File: config.mk
export PLATFORM = sky130hd
export DESIGN_NAME = pool_stream_flat
export DESIGN_NICKNAME = d
export VERILOG_FILES = /design/src/rtl/pool_stream_pkg.sv /design/src/rtl/pool_stream_if.sv /design/src/rtl/pool_stream_line_buffer.sv /design/src/rtl/pool_stream.sv /design/src/flat_wrapper.sv
export SDC_FILE = /design/constraint.sdc
export NUM_CORES = 1
export LEC_CHECK = 0
export ABC_AREA = 1
export BUFFER_PORTS_ARGS = -buffer_cell sky130_fd_sc_hd__buf_2
export CORE_MARGIN = 2
export CORE_UTILIZATION = 30
export CTS_CLUSTER_SIZE = 14
export DETAILED_ROUTE_END_ITERATION = 16
export PLACE_DENSITY = 0.42
export SYNTH_ARGS = -nofsm -noshare
export SYNTH_HDL_FRONTEND = slang
export SYNTH_HIERARCHICAL = 1
export SYNTH_SLANG_ARGS = --single-unit
File: constraint.sdc
create_clock -name clk -period 3.3 [get_ports clk]
set_input_delay 0.66 -clock clk [delete_from_list [all_inputs] [get_ports clk]]
set_output_delay 0.66 -clock clk [all_outputs]
set_load 0.02 [all_outputs]
File: src/rtl/pool_stream_pkg.sv
// Shared definitions for the pool_stream pooling unit: mode encodings and
// width helpers used when sizing the average-mode accumulators.
package pool_pkg;

    localparam logic POOL_MAX = 1'b0;
    localparam logic POOL_AVG = 1'b1;

    // Ceiling log2, usable in constant expressions.
    function automatic int clog2(input int value);
        int r;
        r = 0;
        for (int i = 0; i < 31; i++) begin
            if ((1 << i) < value) r = i + 1;
        end
        return r;
    endfunction

    // A K x K window sum of PW-bit signed pixels grows by log2(K) bits per axis.
    function automatic int sum_width(input int pw, input int k);
        return pw + 2 * clog2(k);
    endfunction

endpackage

File: src/rtl/pool_stream_if.sv
// Pixel-in / pooled-out stream bundle of pool_stream; slave is the pooling
// unit's view, master is the upstream/downstream environment's view.
interface pool_stream_if #(
    parameter int CH = 1,
    parameter int PW = 9
);
    logic              mode;
    logic              in_valid;
    logic              in_sof;
    logic [CH*PW-1:0]  pxl_in;
    logic [CH*PW-1:0]  pool_out;
    logic              valid;
    logic              out_last;

    modport slave (
        input  mode, in_valid, in_sof, pxl_in,
        output pool_out, valid, out_last
    );

    modport master (
        output mode, in_valid, in_sof, pxl_in,
        input  pool_out, valid, out_last
    );

endinterface

File: src/rtl/pool_stream_line_buffer.sv
// pool_line_buffer: (ROWS)-row by DIM-column shift memory; each write pushes the
// column's history down one row and the taps expose the older rows at that column.
module pool_line_buffer #(
    parameter int DIM  = 16,
    parameter int ROWS = 1,
    parameter int W    = 9,
    parameter int AW   = 4
) (
    input  logic                     clk,
    input  logic                     we,
    input  logic [AW-1:0]            addr,
    input  logic [W-1:0]             din,
    output logic [ROWS-1:0][W-1:0]   taps
);

    logic [W-1:0] mem [ROWS][DIM];

    // NOTE: storage arrays get no reset; every location read by a window has
    // been rewritten earlier in the same frame, so a reset would only cost area.
    always_ff @(posedge clk) begin
        if (we) begin
            mem[0][addr] <= din;
            for (int j = 1; j < ROWS; j++) begin
                mem[j][addr] <= mem[j-1][addr];
            end
        end
    end

    // taps[j] is the pixel j+1 rows above the current one in this column.
    always_comb begin
        taps = '0;
        for (int j = 0; j < ROWS; j++) begin
            taps[j] = mem[j][addr];
        end
    end

endmodule

File: src/rtl/pool_stream.sv
// Streaming 2-D max/average pooling over CH packed channels. Average mode is
// only built when POOL_AVG_EN is defined; otherwise the unit is max-only.
module pool_stream
    import pool_pkg::*;
#(
    parameter int DIM    = 16,
    parameter int K      = 2,
    parameter int STRIDE = 2,
    parameter int PW     = 9,
    parameter int CH     = 1
) (
    input  logic          clk,
    input  logic          reset,
    pool_stream_if.slave  s
);

    localparam int AW   = (clog2(DIM) > 0) ? clog2(DIM) : 1;
    localparam int ROWS = (K > 1) ? K - 1 : 1;
    localparam int LAST = ((DIM - K) / STRIDE) * STRIDE + K - 1;
    localparam int W    = CH * PW;
`ifdef POOL_AVG_EN
    localparam int LK   = clog2(K);
    localparam int CW   = sum_width(PW, K);
`else
    localparam int CW   = PW;
`endif

    typedef logic signed [CW-1:0] col_t;
    typedef logic signed [PW-1:0] pix_t;

    logic [AW-1:0]          row_q, col_q;
    logic [AW-1:0]          cur_row, cur_col;
    logic                   at_origin, win_hit, win_last, kill;
    logic                   cur_mode;
    logic [ROWS-1:0][W-1:0] taps;
    col_t                   col_val [CH];
    col_t                   col_sr  [K][CH];
    pix_t                   red_d   [CH];
    pix_t                   red_q   [CH];
    logic [W-1:0]           red_packed;
    logic                   s0_v, s0_last;
    logic                   red_v, red_last;

    // sof overrides the counters so the pixel is treated as (0,0).
    always_comb begin
        cur_row   = s.in_sof ? '0 : row_q;
        cur_col   = s.in_sof ? '0 : col_q;
        at_origin = (cur_row == '0) && (cur_col == '0);
        win_hit   = (int'(cur_row) >= K - 1) && (int'(cur_col) >= K - 1)
                 && ((int'(cur_row) - K + 1) % STRIDE == 0)
                 && ((int'(cur_col) - K + 1) % STRIDE == 0);
        win_last  = (int'(cur_row) == LAST) && (int'(cur_col) == LAST);
        // An sof away from (0,0) abandons a partial frame and squashes its in-flight windows.
        kill      = s.in_valid && s.in_sof && ((row_q != '0) || (col_q != '0));
    end

`ifdef POOL_AVG_EN
    logic frame_mode_q;
    logic s0_mode;
    assign cur_mode = at_origin ? s.mode : frame_mode_q;
`else
    logic unused_mode;
    assign unused_mode = s.mode;
    assign cur_mode    = POOL_MAX;
`endif

    pool_line_buffer #(
        .DIM  (DIM),
        .ROWS (ROWS),
        .W    (W),
        .AW   (AW)
    ) u_line_buffer (
        .clk  (clk),
        .we   (s.in_valid),
        .addr (cur_col),
        .din  (s.pxl_in),
        .taps (taps)
    );

    // Vertical reduction of the current pixel with the K-1 rows above it.
    always_comb begin
        pix_t v, mx;
`ifdef POOL_AVG_EN
        col_t sm;
`endif
        for (int ch = 0; ch < CH; ch++) begin
            // NOTE: scratch variables are assigned before any read on every pass,
            // so this block stays purely combinational with blocking updates.
            v  = '0;
            mx = pix_t'(s.pxl_in[ch*PW +: PW]);
`ifdef POOL_AVG_EN
            sm = col_t'(mx);
`endif
            for (int j = 0; j < K - 1; j++) begin
                v = pix_t'(taps[j][ch*PW +: PW]);
                if (v > mx) mx = v;
`ifdef POOL_AVG_EN
                sm = sm + col_t'(v);
`endif
            end
`ifdef POOL_AVG_EN
            col_val[ch] = (cur_mode == POOL_AVG) ? sm : col_t'(mx);
`else
            col_val[ch] = mx;
`endif
        end
    end

    // Horizontal reduction across the K most recent column results.
    always_comb begin
        col_t hm;
`ifdef POOL_AVG_EN
        col_t hs, sh;
`endif
        for (int ch = 0; ch < CH; ch++) begin
            hm = col_sr[0][ch];
`ifdef POOL_AVG_EN
            hs = col_sr[0][ch];
`endif
            for (int i = 1; i < K; i++) begin
                if (col_sr[i][ch] > hm) hm = col_sr[i][ch];
`ifdef POOL_AVG_EN
                hs = hs + col_sr[i][ch];
`endif
            end
`ifdef POOL_AVG_EN
            // Arithmetic shift floors toward -inf; the mean always fits PW bits.
            sh = hs >>> (2 * LK);
            red_d[ch] = (s0_mode == POOL_AVG) ? sh[PW-1:0] : hm[PW-1:0];
`else
            red_d[ch] = hm[PW-1:0];
`endif
        end
    end

    always_comb begin
        red_packed = '0;
        for (int ch = 0; ch < CH; ch++) begin
            red_packed[ch*PW +: PW] = red_q[ch];
        end
    end

    // Datapath registers: column shift register freezes on gaps, reduction stage free-runs.
    always_ff @(posedge clk) begin
        if (s.in_valid) begin
            col_sr[0] <= col_val;
            for (int i = 1; i < K; i++) begin
                col_sr[i] <= col_sr[i-1];
            end
        end
        if (s0_v) begin
            red_q <= red_d;
        end
    end

    always_ff @(posedge clk or negedge reset) begin
        if (!reset) begin
            row_q      <= '0;
            col_q      <= '0;
            s0_v       <= 1'b0;
            s0_last    <= 1'b0;
            red_v      <= 1'b0;
            red_last   <= 1'b0;
            s.valid    <= 1'b0;
            s.out_last <= 1'b0;
            s.pool_out <= '0;
`ifdef POOL_AVG_EN
            frame_mode_q <= POOL_MAX;
            s0_mode      <= POOL_MAX;
`endif
        end else begin
            s0_v       <= s.in_valid && win_hit;
            red_v      <= s0_v && !kill;
            red_last   <= s0_last;
            s.valid    <= red_v && !kill;
            s.out_last <= red_v && red_last && !kill;
            if (red_v) begin
                s.pool_out <= red_packed;
            end
            if (s.in_valid) begin
                s0_last <= win_last;
                if (int'(cur_col) == DIM - 1) begin
                    col_q <= '0;
                    row_q <= (int'(cur_row) == DIM - 1) ? '0 : cur_row + 1'b1;
                end else begin
                    col_q <= cur_col + 1'b1;
                    row_q <= cur_row;
                end
`ifdef POOL_AVG_EN
                if (at_origin) frame_mode_q <= s.mode;
                s0_mode <= cur_mode;
`endif
            end
        end
    end

endmodule

File: src/flat_wrapper.sv
// flat-port wrapper written by rule: the top's interface ports become plain ports
module pool_stream_flat import pool_pkg::*;
#(
    parameter int DIM    = 16,
    parameter int K      = 2,
    parameter int STRIDE = 2,
    parameter int PW     = 9,
    parameter int CH     = 1
)
  (clk, reset, s_mode, s_in_valid, s_in_sof, s_pxl_in, s_pool_out, s_valid, s_out_last);
  pool_stream_if #(.CH(CH), .PW(PW)) s_i ();
  input  logic clk;
  input  logic reset;
  input wire logic [$bits(s_i.mode)-1:0] s_mode;
  input wire logic [$bits(s_i.in_valid)-1:0] s_in_valid;
  input wire logic [$bits(s_i.in_sof)-1:0] s_in_sof;
  input wire logic [$bits(s_i.pxl_in)-1:0] s_pxl_in;
  output wire logic [$bits(s_i.pool_out)-1:0] s_pool_out;
  output wire logic [$bits(s_i.valid)-1:0] s_valid;
  output wire logic [$bits(s_i.out_last)-1:0] s_out_last;
  assign s_i.mode = s_mode;
  assign s_i.in_valid = s_in_valid;
  assign s_i.in_sof = s_in_sof;
  assign s_i.pxl_in = s_pxl_in;
  assign s_pool_out = s_i.pool_out;
  assign s_valid = s_i.valid;
  assign s_out_last = s_i.out_last;
  pool_stream #(.DIM(DIM), .K(K), .STRIDE(STRIDE), .PW(PW), .CH(CH)) u_core (.clk(clk), .reset(reset), .s(s_i));
endmodule
## Word-level counts from Yosys, hierarchy flattened

Memory sizes are Yosys's and may differ from the RTL's.
Index checks and enable logic that the tools add are counted.

| storage, ports and cells | value |
|---|---|
| flip-flop bits (word level) | 32 |
| bits in writable memories | 162 |
| output and inout port bits | 11 |
| logic and storage cells | 62 |
| memories kept | 2 |

Memories:

| memory | words | bits a word | read ports | clocked after memory_dff | wr ports | line | text |
|---|---|---|---|---|---|---|---|
| u_core.u_line_buffer.mem | 1 | 144 | 1 | 0 | 1 | pool_stream_line_buffer.sv:16 | `logic [W-1:0] mem [ROWS][DIM];` |
| u_core.col_sr | 2 | 9 | 2 | 0 | 2 | pool_stream.sv:37 | `col_t col_sr [K][CH];` |

| operators by class | value |
|---|---|
| add/sub/neg operators | 6 |
| order comparisons | 6 |
| eq/ne operators | 2 |
| multiplexer cells | 15 |
| bitwise gates (word level) | 3 |
| reduce and logical (&&, ||, !) cells | 18 |

Operators by type and width:

| operator | number |
|---|---|
| 2-to-1 mux 144 bit | 1 |
| adder 32 x 2 -> 32 bit (second input constant) | 2 |
| zero test 32 bit | 2 |
| 2-to-1 mux 9 bit | 5 |
| binary-select mux 9 bit (select 4 bit) | 1 |
| demux 9 bit (select 4 bit) | 1 |
| 2-to-1 mux 4 bit | 5 |
| > comparator 9 bit | 2 |
| logical AND 1 bit | 12 |
| subtractor 4 x 2 -> 5 bit (second input constant) | 2 |
| adder 4 x 1 -> 4 bit (second input constant) | 2 |
| equality test 4 x 1 -> 1 bit (second input constant) | 2 |
| >= comparator 4 x 1 -> 1 bit (second input constant) | 2 |
| nonzero test 4 bit | 2 |
| >= comparator 5 bit (second input constant) | 1 |
| less-than comparator 5 x 1 -> 1 bit (second input constant) | 1 |
| NOT 4 -> 5 bit | 1 |
| AND 1 bit | 2 |
| 2-to-1 mux 1 bit | 2 |
| zero test 1 bit | 1 |
| logical OR 1 bit | 1 |

## Longest topological paths before layout

Gate-level depths: netlist of the first run.

| depth | value |
|---|---|
| depth in word-level cells | 8 |
| gate-level depth with buffers | 24 |

## Modules after synthesis

Netlist of the first run, hierarchy kept.

By module, submodules not included:

| module | instances | cells an instance | area an instance (um^2) |
|---|---|---|---|
| pool_line_buffer | 1 | 604 | 6,133.4 |
| pool_stream | 1 | 309 | 2,727.6 |

## Worst setup path after synthesis of the first run

Ideal clock, no wire load.

| timing path | value |
|---|---|
| path kind | input to register |
| from | in s_in_sof |
| to | mem u_core/col_sr[0][0] in the netlist's numbering, data pin |
| data arrival time | 2.864 ns |
| path slack | 0.182 ns |
| cell stages on the path | 22 |
| path buffers | 3 |
| path through | buf_6 nor2_1 inv_2 buf_4 buf_2 nand2_1 nand2_1 nand2_1 nand2_1 nand2_1 nand2_1 inv_1 nand2_1 ha_1 nand2_1 inv_1 a21oi_2 nand3_1 nand2_2 nand2_4 nand2_1 nand2_1 |

RTL lines:

| element | line | text |
|---|---|---|
| from (decl) | flat_wrapper.sv:16 | `input wire logic [$bits(s_i.in_sof)-1:0] s_in_sof;` |
| to (decl) | pool_stream.sv:37 |  |

==> flow_metrics.env, run 1 <==
export IMPL_switchingPower_mw=1.70
export IMPL_track_usage_pct=14.2
export IMPL_rr_endpoint="u_core/col_sr[0][5]"
export IMPL_place_gp_congestion=0.784
export IMPL_dr_pass1_iters=4
export IMPL_holdWs_ps=204
export IMPL_leakagePower_nw=4.69
export IMPL_clkPwrFrac_pct=33.5
export IMPL_synth_top_area_cell="edfxtp_1"
export IMPL_outcome="finished clean"
export IMPL_nFillCells=2984
export IMPL_clock_sinks=194
export IMPL_max_freq_mhz=335
export IMPL_post_cts_buffers=0
export IMPL_synthCells=913
export IMPL_final_cell_mix="nand2_1 (498), edfxtp_1 (171), inv_1 (73)"
export IMPL_finalMaxSlewViolations=0
export IMPL_dp_final_hpwl_mm=14.0
export IMPL_grt_max_degree=41
export IMPL_cts_tree="built"
export IMPL_overflow=0
export IMPL_finalCriticalPeriod_ps=2980
export IMPL_synth_nets=951
export IMPL_worst_setup_path_type="reg -> reg"
export IMPL_drc=0
export IMPL_cts_buffers=17
export IMPL_r2r_cells=21
export IMPL_post_dp_cell_area_mm2=0.00983
export IMPL_tightest_slew_ps=522
export IMPL_powerDensity_mw_per_mm2=565
export IMPL_dieWidth_um=176
export IMPL_grt_pass1_wl_mm=32.8
export IMPL_yosysWarnings=6
export IMPL_dieArea_mm2=0.0309
export IMPL_slew_headroom_pct=65.2
export IMPL_ir_drop_v=0.000332
export IMPL_wl_per_cell_um=15.1
export IMPL_finalCritPeriodShare_pct=90.4
export IMPL_cts_htree_levels=4
export IMPL_via_count=5852
export IMPL_synth_seq_cells=194
export IMPL_synth_top_area_share_pct=57.9
export IMPL_drt_iter0_markers=336
export IMPL_stdcell_area_mm2=0.0104
export IMPL_fin_nets=1029
export IMPL_crit_arrival_ps=3170
export IMPL_netlist_area_mm2=0.00886
export IMPL_drive_gt1_share_pct=12.7
export IMPL_num_io_pins=25
export IMPL_setup_violations=0
export IMPL_rrSetupSlack_ps=320
export IMPL_max_cap_violations=0
export IMPL_clockBufferDepth=2
export IMPL_min_path_type="in -> async"
export IMPL_finClkSkew_ps=13.8
export IMPL_drtAntennaViolNets=0
export IMPL_port_buffers=23
export IMPL_hold_viol_final=0
export IMPL_clkTransAtPathRegs_ps=70
export IMPL_placementRows=62
export IMPL_synth_cell_types=28
export IMPL_ys_top_cells_by_area="edfxtp_1 (58%), nand2_1 (21%), dfrtp_1 (6.5%), ha_1 (3.4%), inv_1 (3.1%)"
export IMPL_crit_reg2reg_launch="u_core/col_q[0]"
export IMPL_cp_end_kind="flop"
export IMPL_start_util_pct=30.7
export IMPL_fp_coreArea_mm2=0.0289
export IMPL_ys_seq_area_share_pct=64.4
export IMPL_final_common_cell="nand2_1"
export IMPL_holdBufCountCts=0
export IMPL_grt_pass1_vias=5696
export IMPL_power_frac_comb_pct=17.8
export IMPL_critPathRequiredTime_ps=3480
export IMPL_internal_power_mw=4.17
export IMPL_clock_latency_ps=440
export IMPL_avgSynthCellArea_um2=9.71
export IMPL_setup_tns_final_ps=0
export IMPL_fp_dieH_um=176
export IMPL_critPathLaunchType="flop"
export IMPL_seqPwrFrac_pct=48.7
export IMPL_post_cts_resize_count=0
export IMPL_antenna_found_initial=0
export IMPL_cts_root_buf="clkbuf_16"
export IMPL_rsz0062_at_grt="false"
export IMPL_via_per_inst=4.22
export IMPL_crit_fanout=31
export IMPL_finalWirelength_mm=20.9
export IMPL_n_antenna_cell=0
export IMPL_area_delta_synth_final_pct=17.2
export IMPL_swShare_pct=29.0
-- power groups by stage --
stage,Clock (mW),Combinational (mW),Sequential [mW]
after floorplan,0,0.672,2.91
after global placement,0,1.06,2.92
after detailed placement,0,1.06,2.92
after CTS,2.04,1.07,2.86
after global routing,2.12,1.20,2.87
final,1.97,1.04,2.86
-- through the flow --
stage / power, mW / utilization, % / instances / worst slack (ps)
final: 5.87 / 36.0 / 1388 / 315
after global routing: 6.20 / 36.0 / 1388 / 2.42
after CTS: 5.97 / 36.0 / 1388 / 292
after detailed placement: 3.98 / 34.1 / 1356 / -68.7
after global placement: 3.98 / 34.1 / 1356 / -47.5
after floorplan: 3.59 / - / 913 / 182
-- routing by layer --
metal / up-vias / share of wire, % / GRT usage [%]
met4: 0 / 1.1 / 3.62
met1: 2689 / 49 / 19.9
met5: - / 0 / 0
met3: 12 / 3.8 / 2.73
li1: 3077 / - / -
met2: 74 / 46 / 22.8
-- worst max-delay path by stage --
stage	from	to	slack, ps	depth (start not counted)
5_1_grt	u_core/col_q[0]	u_core/col_sr[0][5]	2	21
4_1_cts	u_core/col_q[0]	u_core/col_sr[0][5]	290	21
2_1_floorplan	s_in_sof	u_core/col_sr[0][0]	180	22
3_5_place_dp	s_in_sof	u_core/col_sr[0][5]	-70	21
3_3_place_gp	s_in_sof	u_core/col_sr[0][5]	-50	21
6_report	u_core/col_q[0]	u_core/col_sr[0][5]	320	21
-- synthesized netlist by cell type --
master,instances
xor2_1,1
nor2_8,1
a21oi_1,4
nor4_1,3
nand4_1,2
nand2_2,2
ha_1,24
o22ai_1,1
nand3_1,32
nand4_2,2
o21ai_0,5
clkinv_1,3
nand2_1,498
nor2_1,31
inv_2,1
o21a_1,1
inv_1,73
nor3_1,2
a21oi_2,2
edfxtp_1,171
buf_6,7
buf_2,11
clkbuf_1,3
xnor2_1,1
nand2_4,3
buf_4,5
dfrtp_1,23
nor2_2,1
-- layout make-up --
class | count | area [um^2] | area share (%)
timing repair buffer | 85 | 656 | 6.31
tap | 384 | 480 | 4.63
clock buffer | 18 | 429 | 4.13
clock inverter | 14 | 125 | 1.20
multi-input combinational | 616 | 2690 | 25.9
inverter | 77 | 289 | 2.78
sequential | 194 | 5710 | 55.0
-- cells by family (layout without fill, tap and decap cells) --
group                    after synthesis  in the layout  share of synthesized area (%)
AND/OR/NAND/NOR                      577            577                           25.8
flip-flops                           194            194                           64.4
buffers and inverters                103            194                           5.32
adder cells (fa/ha/maj)               24             24                           3.39
AO/OA/AOI/OAI                         13             13                          0.861
XOR/XNOR                               2              2                          0.198
-- critical path, cell delays in order, from the launching register on --
cell and delay [ps]:
dfrtp_1 400, inv_1 80, nor2_4 170, inv_2 120, buf_12 190, nand2_1 70
nand2_1 50, nand2_1 60, nand2_1 70, nand2_1 90, nand2_1 70, inv_1 80
nand2_1 80, ha_1 320, nand2_1 90, inv_1 50, a21oi_2 160, nand3_1 110
nand2_2 190, nand2_4 120, nand2_1 70, nand2_1 70
-- flip-flops by register name, indices dropped and copies added (netlist names) --
name and cells:
u_core/col_q 4, u_core/col_sr 18, u_core/red_last 1, u_core/red_packed 9, u_core/red_v 1, u_core/row_q 4
u_core/s.out_last 1, u_core/s.pool_out 9, u_core/s.valid 1, u_core/s0_last 1, u_core/s0_v 1, u_core/u_line_buffer/mem 144
(Power assumes the default switching activity.)
==> inputs of run 2 (changes only) <==
--- a/config.mk
+++ b/config.mk
@@ -6,12 +6,14 @@
 export NUM_CORES = 1
 export LEC_CHECK = 0
 export ABC_AREA = 1
-export BUFFER_PORTS_ARGS = -buffer_cell sky130_fd_sc_hd__buf_2
+export BUFFER_PORTS_ARGS = -buffer_cell sky130_fd_sc_hd__buf_4
+export CELL_PAD_IN_SITES_DETAIL_PLACEMENT = 0
+export CELL_PAD_IN_SITES_GLOBAL_PLACEMENT = 1
 export CORE_MARGIN = 2
 export CORE_UTILIZATION = 30
 export CTS_CLUSTER_SIZE = 14
 export DETAILED_ROUTE_END_ITERATION = 16
-export PLACE_DENSITY = 0.42
+export PLACE_DENSITY = 0.51
 export SYNTH_ARGS = -nofsm -noshare
 export SYNTH_HDL_FRONTEND = slang
 export SYNTH_HIERARCHICAL = 1
==> run 2 against run 1 <==
- register-to-register slack improved by 20 ps
- setup slack improved by 18 ps
- count of clock-buffer cells in the layout decreased by 1
- sequential share of layout area decreased by 0.60 points
- maximum frequency increased by 0.61%
- cell count increased by 0.50%
- power increased by 1.6%
- sequential power about the same
- critical path type unchanged
==> flow_metrics.env, run 2 (same netlist as run 1, synthesis figures left out) <==
export IMPL_outcome="finished clean"
export IMPL_via_per_inst=4.22
export IMPL_internal_power_mw=4.27
export IMPL_cts_tree="built"
export IMPL_dr_pass1_iters=4
export IMPL_grt_pass1_wl_mm=33.3
export IMPL_leakagePower_nw=4.74
export IMPL_crit_fanout=14
export IMPL_worst_setup_path_type="reg -> reg"
export IMPL_area_delta_synth_final_pct=18.5
export IMPL_grt_pass1_vias=5712
export IMPL_crit_arrival_ps=3150
export IMPL_max_freq_mhz=337
export IMPL_critPathRequiredTime_ps=3490
export IMPL_top_regs="u_core/u_line_buffer/mem x144, u_core/col_sr x18"
export IMPL_max_cap_violations=0
export IMPL_cts_htree_levels=4
export IMPL_tightest_slew_ps=400
export IMPL_slew_headroom_pct=73.3
export IMPL_rsz0062_at_grt="false"
export IMPL_start_util_pct=30.7
export IMPL_antenna_found_initial=0
export IMPL_finalCriticalPeriod_ps=2970
export IMPL_overflow=0
export IMPL_placementRows=62
export IMPL_setup_violations=0
export IMPL_largest_register_ffs=144
export IMPL_drtAntennaViolNets=0
export IMPL_finalCritPeriodShare_pct=89.9
export IMPL_finClkSkew_ps=20.7
export IMPL_powerDensity_mw_per_mm2=568
export IMPL_place_gp_congestion=0.725
export IMPL_drc=0
export IMPL_drt_iter0_markers=351
export IMPL_clockBufferDepth=2
export IMPL_post_dp_cell_area_mm2=0.00991
export IMPL_ir_drop_v=0.000338
export IMPL_finalWirelength_mm=21.1
export IMPL_seqPwrFrac_pct=47.9
export IMPL_fp_dieH_um=176
export IMPL_stdcell_area_mm2=0.0105
export IMPL_drive_gt1_share_pct=13.6
export IMPL_finalMaxSlewViolations=0
export IMPL_clkPwrFrac_pct=34.1
export IMPL_cts_buffers=17
export IMPL_via_count=5890
export IMPL_dp_final_hpwl_mm=14.2
export IMPL_swShare_pct=28.4
export IMPL_cp_end_kind="flop"
export IMPL_dieWidth_um=176
export IMPL_wl_per_cell_um=15.1
export IMPL_dieArea_mm2=0.0309
export IMPL_clock_sinks=194
export IMPL_clkTransAtPathRegs_ps=70
export IMPL_critPathLaunchType="flop"
export IMPL_top_register="u_core/u_line_buffer/mem"
export IMPL_clock_latency_ps=450
export IMPL_grt_max_degree=39
export IMPL_setup_tns_final_ps=0
export IMPL_fp_coreArea_mm2=0.0289
export IMPL_port_buffers=23
export IMPL_num_io_pins=25
export IMPL_cts_root_buf="clkbuf_16"
export IMPL_track_usage_pct=14.5
export IMPL_n_antenna_cell=0
export IMPL_min_path_type="in -> async"
export IMPL_hold_viol_final=0
export IMPL_fin_nets=1036
export IMPL_final_common_cell="nand2_1"
export IMPL_post_cts_resize_count=0
export IMPL_switchingPower_mw=1.70
export IMPL_power_frac_comb_pct=18.0
export IMPL_final_cell_mix="nand2_1 (498), edfxtp_1 (171), buf_4 (87)"
run 2: cell types whose count changed in the layout (fill, tap and decap cells not counted):
cell | previous run | this run
buf_12 | 6 | 5
buf_2 | 23 | 0
buf_4 | 56 | 87
bufinv_16 | 0 | 1
clkbuf_1 | 1 | 0
clkinv_1 | 5 | 4
clkinv_4 | 4 | 3
clkinv_8 | 1 | 0
clkinvlp_4 | 1 | 2
inv_6 | 1 | 5
inv_8 | 4 | 2
run 2: final timing paths:
check	endpoint	cells past startpoint	start	slack (ps)
setup / recovery	u_core/col_sr[0][7]	22	u_core/col_q[0]	330
hold / removal	u_core/row_q[1]	1	reset	110
setup reg to reg	u_core/col_sr[0][7]	22	u_core/col_q[0]	330
hold reg to reg	u_core/red_last	0	u_core/s0_last	380
max in group asynchronous	u_core/s.pool_out[1]	1	reset	2940
min in group clk	u_core/red_last	0	u_core/s0_last	380
run 2: final cells by class:
type,instances,area [um^2]
Fill cell,2988,18400
Sequential cell,194,5710
Multi-Input combinational cell,616,2690
Timing Repair Buffer,92,753
Tap cell,384,480
Clock buffer,17,425
Inverter,77,289
Clock inverter,15,146
run 2: worst max-delay path, stage by stage, from the launching register on:
cell and delay [ps]:
dfrtp_1 410, inv_1 110, nor2_4 60, buf_4 150, buf_4 190, buf_4 160, nand2_1 50, nand2_1 50
nand2_1 50, nand2_1 50, nand2_1 50, nand2_1 40, inv_1 90, nand2_1 110, ha_1 290, nand2_1 60
nor2_1 160, nand3_1 130, nand4_2 120, buf_4 150, nand2_4 90, nand2_1 70, nand2_1 50
run 2: metal layers:
| layer | vias up | track usage [%] | share of wire, % | wire [um] |
|---|---|---|---|---|
| met1 | 2710 | 19.4 | 48 | 10200 |
| met4 | 0 | 4.06 | 1.2 | 252 |
| li1 | 3092 | - | - | - |
| met3 | 14 | 2.40 | 2.9 | 607 |
| met2 | 74 | 24.1 | 47 | 10000 |
| met5 | - | 0 | 0 | 0 |
run 2: power by group through the flow:
stage | Clock [mW] | Combinational, mW | Sequential (mW)
6_report | 2.04 | 1.07 | 2.86
3_5_place_dp | 0 | 1.10 | 2.92
3_3_place_gp | 0 | 1.09 | 2.92
2_1_floorplan | 0 | 0.672 | 2.91
4_1_cts | 2.12 | 1.10 | 2.86
5_1_grt | 2.20 | 1.24 | 2.87
run 2: per-stage QoR:
stage / power (mW) / setup WS [ps] / utilization (%) / hold WS (ps) / cells
floorplan: 3.59 / 182 / - / 354 / 913
finish: 5.97 / 334 / 36.4 / 110 / 1395
detailed placement: 4.01 / -66.5 / 34.3 / 371 / 1361
global placement: 4.01 / -54.5 / 34.3 / 370 / 1361
CTS: 6.08 / 291 / 36.3 / 96.1 / 1393
global route: 6.32 / 36.5 / 36.4 / 127 / 1395
run 2: timing repair:
action,4_1_cts,5_1_grt
setup endpoints to repair,0,9
buffers inserted,0,2
hold buffers,0,0
